<file path="src/rtl/bcd_scan_pkg.sv">
// bcd_scan_pkg: shared constants and the one-cold anode encoder for bcd_scan_mux
package bcd_scan_pkg;
    localparam logic [3:0] BCD_BLANK_ZERO = 4'd0;
    function automatic logic [7:0] onehot_cold(input logic [2:0] sel, input int n);
        logic [7:0] r;
        r = '1;
        for (int i = 0; i < 8; i++) r[i] = !(i == int'(sel) && i < n);
        return r;
    endfunction
endpackage

</file>
<file path="src/rtl/bcd_scan_mux_scan_timer.sv">
// scan_timer: tick/slot/frame counters; frame_start is registered to line up with the first slot-0 output
module scan_timer #(
    parameter int NUM_DIGITS = 4,
    parameter int REFRESH_TICKS = 2**19,
    parameter int BLINK_FRAMES = 16
) (
    input  logic clk,
    input  logic reset,
    output logic [$clog2(NUM_DIGITS)-1:0] slot,
    output logic slot_change,
    output logic frame_start,
    output logic blink_phase
);
    localparam int SW = $clog2(NUM_DIGITS);
    localparam int TW = $clog2(REFRESH_TICKS);
    localparam int FW = BLINK_FRAMES > 1 ? $clog2(BLINK_FRAMES) : 1;
    logic [TW-1:0] tick;
    logic [FW-1:0] frame_cnt;
    logic frame_end, frame_last;
    assign slot_change = tick == TW'(REFRESH_TICKS - 1);
    assign frame_end = slot_change && slot == SW'(NUM_DIGITS - 1);
    assign frame_last = frame_cnt == FW'(BLINK_FRAMES - 1);
    always_ff @(posedge clk) begin
        if (reset) begin
            tick <= '0;
            slot <= '0;
            frame_cnt <= '0;
            blink_phase <= 1'b0;
            frame_start <= 1'b0;
        end else begin
            tick <= slot_change ? '0 : tick + 1'b1;
            if (slot_change) slot <= frame_end ? '0 : slot + 1'b1;
            frame_start <= slot == '0 && tick == '0;
            if (frame_end) frame_cnt <= frame_last ? '0 : frame_cnt + 1'b1;
            if (frame_end && frame_last) blink_phase <= !blink_phase;
        end
    end
endmodule

</file>
<file path="src/rtl/bcd_scan_mux.sv">
// bcd_scan_mux: multiplexed 7-segment digit driver with frame-synchronous loads, LZ blanking, blink and PWM dimming
module bcd_scan_mux
    import bcd_scan_pkg::*;
#(
    parameter int NUM_DIGITS = 4,
    parameter int REFRESH_TICKS = 2**19,
    parameter int BRIGHT_BITS = 4,
    parameter int BLINK_FRAMES = 16
) (
    input  logic clk,
    input  logic reset,
    input  logic [4*NUM_DIGITS-1:0] digits_in,
    input  logic [NUM_DIGITS-1:0] dp_in,
    input  logic [NUM_DIGITS-1:0] blink_mask_in,
    input  logic load,
    input  logic blank_lz,
    input  logic [BRIGHT_BITS-1:0] brightness,
    output logic [3:0] output_number,
    output logic dp_out,
    output logic [NUM_DIGITS-1:0] digit_select,
    output logic frame_start
);
    localparam int SW = $clog2(NUM_DIGITS);
    logic [SW-1:0] slot;
    logic slot_change, blink_phase, frame_end, pending, run, blank, lit;
    logic [4*NUM_DIGITS-1:0] sh_digits, act_digits;
    logic [NUM_DIGITS-1:0] sh_dp, act_dp, sh_blink, act_blink, lz, cold;
    logic [BRIGHT_BITS-1:0] pwm_cnt;
    scan_timer #(
        .NUM_DIGITS(NUM_DIGITS),
        .REFRESH_TICKS(REFRESH_TICKS),
        .BLINK_FRAMES(BLINK_FRAMES)
    ) u_timer (
        .clk(clk),
        .reset(reset),
        .slot(slot),
        .slot_change(slot_change),
        .frame_start(frame_start),
        .blink_phase(blink_phase)
    );
    assign frame_end = slot_change && slot == SW'(NUM_DIGITS - 1);
    assign cold = NUM_DIGITS'(onehot_cold(3'(slot), NUM_DIGITS));
    // A digit is a leading zero only if it and every more significant digit is a dp-less zero
    always_comb begin
        lz = '0;
        run = blank_lz;
        for (int i = NUM_DIGITS - 1; i >= 1; i--) begin
            run = run && act_digits[4*i +: 4] == BCD_BLANK_ZERO && !act_dp[i];
            lz[i] = run;
        end
        blank = lz[slot] || (blink_phase && act_blink[slot]);
        lit = !blank && (&brightness || pwm_cnt < brightness);
    end
    always_ff @(posedge clk) begin
        if (reset) begin
            sh_digits <= '0;
            sh_dp <= '0;
            sh_blink <= '0;
            act_digits <= '0;
            act_dp <= '0;
            act_blink <= '0;
            pending <= 1'b0;
            pwm_cnt <= '0;
            output_number <= '0;
            dp_out <= 1'b0;
            digit_select <= '1;
        end else begin
            if (load) begin
                sh_digits <= digits_in;
                sh_dp <= dp_in;
                sh_blink <= blink_mask_in;
            end
            if (frame_end && pending) begin
                act_digits <= sh_digits;
                act_dp <= sh_dp;
                act_blink <= sh_blink;
            end
            pending <= load || (pending && !frame_end);
            pwm_cnt <= slot_change ? '0 : pwm_cnt + 1'b1;
            output_number <= act_digits[{slot, 2'b00} +: 4];
            dp_out <= lit && act_dp[slot];
            digit_select <= lit ? cold : '1;
        end
    end
endmodule

</file>
<file path="config.mk">
export PLATFORM = sky130hd
export DESIGN_NAME = bcd_scan_mux
export DESIGN_NICKNAME = d
export VERILOG_FILES = /design/src/rtl/bcd_scan_pkg.sv /design/src/rtl/bcd_scan_mux_scan_timer.sv /design/src/rtl/bcd_scan_mux.sv
export SDC_FILE = /design/constraint.sdc
export NUM_CORES = 1
export LEC_CHECK = 0
export CAP_MARGIN = 20
export CORE_UTILIZATION = 56
export DETAILED_ROUTE_END_ITERATION = 6
export GPL_TIMING_DRIVEN = 0
export PLACE_DENSITY = 0.89
export SYNTH_ARGS = -nofsm -noshare
export SYNTH_HDL_FRONTEND = slang
export SYNTH_SLANG_ARGS = --single-unit
</file>
<file path="constraint.sdc">
create_clock -name clk -period 2.4 [get_ports clk]
set_input_delay 0.72 -clock clk [delete_from_list [all_inputs] [get_ports clk]]
set_output_delay 0.72 -clock clk [all_outputs]
set_load 0.005 [all_outputs]
</file>
; ---- Word level (Yosys, flattened, before mapping)
; Index checks and enable logic that the tools add are counted.
[classes]
add_sub_neg = 4
magnitude_cmp = 2
n_eq_ne = 6
n_shift = 1
n_mux = 8
bitwise_logic = 1
n_reduce_logical = 36
[ops]
columns = op, n
row1 = "adder 19 x 1 -> 19 bit, second input constant", 1
row2 = "equality test 19 bit, second input constant", 1
row3 = logical NOT 19 bit, 1
row4 = variable part select 16 x 5 -> 4 bit, 1
row5 = logical AND 1 bit, 14
row6 = logical NOT 4 bit, 3
row7 = logical NOT 1 bit, 10
row8 = "adder 4 x 1 -> 4 bit, second input constant", 2
row9 = binary-select mux 1 bit (select 2 bit), 3
row10 = "equality test 2 bit, first input constant", 2
row11 = "equality test 4 bit, second input constant", 1
row12 = logical NOT 2 bit, 2
row13 = < comparator 4 bit, 1
row14 = 2-to-1 mux 4 bit, 1
row15 = AND reduction 4 bit, 1
row16 = OR reduction 2 bit, 2
row17 = logical OR 1 bit, 3
row18 = "< comparator 2 x 3 -> 1 bit, second input constant", 1
row19 = 2-to-1 mux 1 bit, 3
row20 = "adder 2 x 1 -> 2 bit, second input constant", 1
row21 = "equality test 1 x 2 -> 1 bit, first input constant", 1
row22 = "equality test 2 bit, second input constant", 1
row23 = 2-to-1 mux 2 bit, 1
row24 = NOT 1 bit, 1
[word_totals]
register_bits = 89
in_bits = 32
output_inout_bits = 10
word_cells = 74

; ---- Logic depth before layout (Yosys ltp)
[depth]
ltp_word = 14
mapped_depth = 8

; ---- Cells and area by module
; A second synthesis with hierarchy kept.
[unflattened]
cells_unflattened = 409
hier_area_um2 = 3733.6
[by_module_without_submodules]
columns = mod, n_inst, cells_per_inst, area_per_inst_um2
row1 = bcd_scan_mux, 1, 246, 2377.3
row2 = scan_timer, 1, 163, 1356.3

; ---- Worst setup path before layout
; OpenSTA, ideal clock, no wires.
[synth_timing]
kind = register to register
start = reg u_timer.tick[8]
end = reg u_timer.frame_cnt[3]
setup_time_ns = 0.132
arrival_time_ns = 1.803
required_ns = 2.268
setup_slack_ns = 0.464
path_stages_with_launch = 7
period_less_slack_ns = 1.936
path_cell_list = dfxtp_1 > nand4_4 > or4_1 > buf_2 > clkbuf_1 > o41ai_1 > a21oi_1
[synth_between]
elab_chain_cells = 2
[synth_lines]
columns = element, line_no
row1 = from (decl), bcd_scan_mux_scan_timer.sv:17  ; logic [TW-1:0] tick;
row2 = from (signal assigned), bcd_scan_mux_scan_timer.sv:31  ; tick <= slot_change ? '0 : tick + 1'b1;
row3 = equality test 19 bit, bcd_scan_mux_scan_timer.sv:20  ; assign slot_change = tick == TW'(REFRESH_TICKS - 1);
row4 = logical AND 1 bit, bcd_scan_mux_scan_timer.sv:21  ; assign frame_end = slot_change && slot == SW'(NUM_DIGITS - 1);
row5 = to (signal assigned), bcd_scan_mux_scan_timer.sv:34  ; if (frame_end) frame_cnt <= frame_last ? '0 : frame_cnt + 1'b1;
row6 = to (decl), bcd_scan_mux_scan_timer.sv:18  ; logic [FW-1:0] frame_cnt;
; No other way between the ends.
; A chain may end at the register's enable or synchronous reset.

; ---- Worst setup path in the final report
; Ends and elaborated chain as after synthesis.

==> metrics.md <==
| Metric | Value |
|---|---|
| Status | finished, violations left |
| Failing checks | design-rule violations |
| Core Rows | 29 |
| Number of routed nets with antenna violations | 0 |
| Ys async rst share | 0 |
| Most used DFF post-synth | dfxtp_1 |
| Setup WS pre-CTS | -0.1114 ns |
| Clock slew seen by the registers of the worst setup and hold paths | 0.10 ns |
| Port Buffers | 40 |
| Fin cells | 542 |
| TritonCTS clock tree | yes |
| Drt total wl | 8.710 mm |
| Area share of the largest cell type after synthesis | 0.4686 |
| Die Y-Extent | 84.40 um |
| Share of layout cells above drive strength 1 | 0.06667 |
| Metal1 wirelength | 3.940 mm |
| Clock sink count | 89 |
| Initial Util | 0.5887 |
| Critical Path Fanout Max | 10 |
| WS Path Type | flop to flop |
| Synth Net Count | 453 |
| Via count | 3343 |
| Sequential fraction of the synthesis area | 0.4686 |
| Critical path required time | 2.62 ns |
| Total GRT Usage | 0.2576 |
| Top-count cell post-synth | dfxtp_1 |
| Cell Area, Synth | 3802 um^2 |
| Post-Synthesis Cells | 410 |
| Fin Clk Skew | 0.01403 ns |
| Root buffer cell | clkbuf_8 |
| Syn Area/Cell | 9.274 um^2 |
| Worst slew margin | 0.5328 |
| Worst Setup Start Kind | flop |
| Pin count of the biggest net entering global routing | 17 |
| Max-slew violation count | 0 |
| Resized cells post-CTS | 0 |
| Setup Buffers After CTS | 0 |
| Lkg Pwr | 1.671 nW |
| Hold WC Path Type | flop to flop |
| Initial antenna violation count | 0 |
| Placed Cells | 527 |
| Setup ws final | 0.1690 ns |
| WL met2 | 4.064 mm |
| Starting DRT DRC Count | 223 |
| Final hold vios | 0 |
| Number of max-cap violations | 0 |
| CTS buffer count | 9 |
| Top cells by area, synth | dfxtp_1, mux2i_1, nand4_1, nor2_1, a21oi_1 |
| Final HPWL DP | 6.041 mm |
| Drt wl/cell | 16.07 um |
| Final nets | 503 |
| Fmax achieved | 448.2 MHz |
| Layout area overhead | 19.09% |
| Yosys reg bits | 89 |
| Final min period | 2.231 ns |
| Max rail drop VDD | 0.4314 mV |
| Finish-stage setup viols | 0 |
| Crit. End Element | flop |
| Diodes inserted | 0 |
| Top Layer Used | met4 |
| Tcrit/Tclk final | 0.9296 |
| RSZ-0062 raised after global routing | false |
| EDFF count, synth | 0 |
| Worst EP arrival | 2.45 ns |
| Largest area contributor in the netlist | dfxtp_1 |
| Worst skew pair latency | 0.36 ns |
| # H-tree levels | 3 |
| Io pins | 42 |
| Distinct cell type count after synthesis | 36 |
| Core area | 6459 um^2 |
| Hold buffer count at CTS | 0 |
| Routability Congestion | 0.9213 |
| DR pass1 iterations | 7 |
| Via-per-instance ratio | 6.168 |
| Power Density | 638.6 nW/um^2 |
| Clock Tree Buf Depth | 2 |
| Vias in the first global route | 3094 |
| Worst Tran Pin Value | 0.7008 ns |
| GR Overflow Total | 0 |
| DRC | 5 |
| Die Span X | 84.40 um |
| Die area | 7123 um^2 |
| Yosys warns | 0 |
| First-pass GRT wire length | 14.60 mm |
| WL met3 | 579 um |
| Post-synth top cells | dfxtp_1, nor2_1, nand4_1 |
-- worst max-delay path: stages (launching register included) --
cell      delay (ns)
dfxtp_1         0.50
nand4_4         0.18
or4_1           0.51
buf_2           0.18
clkbuf_1        0.22
o41ai_1         0.39
a21oi_1         0.10
-- layout make-up --
class	count	area (um^2)
buffer	30	117.6
fill	487	1931
inverter	13	48.80
clock buffer	10	127.6
timing repair buffer	40	400.4
sequential	89	1782
multi-input combinational	277	1858
tap	77	96.34
clock inverter	6	97.59
-- state kept, by name (all words and copies together), names as in the netlist --
register	cells
u_timer.tick	19
act_digits	16
sh_digits	16
act_blink	4
act_dp	4
digit_select	4
output_number	4
pwm_cnt	4
sh_blink	4
sh_dp	4
u_timer.frame_cnt	4
u_timer.slot	2
dp_out	1
pending	1
u_timer.blink_phase	1
u_timer.frame_start	1
-- final timing paths --
path                   start              endpoint  slack (ns)  cells past startpoint
max reg2reg  u_timer.tick[8]  u_timer.frame_cnt[3]        0.17                      6
min reg2reg     sh_digits[4]         act_digits[4]        0.48                      2
max          u_timer.tick[8]  u_timer.frame_cnt[3]        0.17                      6
min             sh_digits[4]         act_digits[4]        0.48                      2
-- per-stage QoR --
stage / cell area [um^2] / utilization / hold slack [ns] / power (mW) / setup TNS, ns
after global placement: 4299 / 0.6656 / 0.4508 / 1.748 / -0.2145
after floorplan: 3802 / - / 0.4300 / 1.666 / 0
after CTS: 4524 / 0.7005 / 0.4801 / 2.887 / 0
after detailed placement: 4299 / 0.6656 / 0.4636 / 1.757 / -1.361
after global routing: 4528 / 0.7011 / 0.5026 / 2.977 / 0
final: 4528 / 0.7011 / 0.4804 / 2.892 / 0
-- routing by layer --
| layer | track usage | vias to the layer above |
|---|---|---|
| met2 | 0.4031 | 152 |
| met5 | 0 | - |
| li1 | - | 1584 |
| met1 | 0.3544 | 1591 |
| met4 | 0.08937 | 0 |
| met3 | 0.05703 | 16 |
-- cells by family (layout without fill, tap and decap cells) --
family | after synthesis | after routing | synth area share
and+or+nand+nor | 144 | 144 | 0.2053
DFF | 89 | 89 | 0.4686
AOI/OAI and AO/OA | 76 | 76 | 0.1096
buffers and inverters | 44 | 99 | 0.04475
muxes | 30 | 30 | 0.09872
xor gates and xnor gates | 16 | 16 | 0.03686
adders and majority gates | 11 | 11 | 0.03620
-- cells in the final DEF (no fill, tap or decap), drive strengths merged --
cell type      count
a31o               1
or3b               1
ha                11
clkdlybuf4s50     40
mux4               6
or2                1
dfxtp             89
clkbuf            34
o41ai              2
xnor2              8
or4                4
a21oi             35
bufinv             2
o21bai             1
nor4b              2
mux2i             24
nor3               4
or4b               2
and4               2
buf                6
or3                2
nand2              9
inv               16
nand4             39
o31ai              5
a211oi             1
o21ai             30
nor2              48
a41oi              1
nand3             12
and3               4
clkinv             1
nand4b             1
nor4               8
nor2b              5
xor2               8
-- power breakdown --
part / leakage, nW / switching (mW) / internal, mW / total, mW
clock network: 0.113 / 0.560 / 0.604 / 1.16
registers: 0.724 / 0.0263 / 1.51 / 1.54
logic: 0.834 / 0.0900 / 0.0984 / 0.188
(Power assumes the default switching activity.)
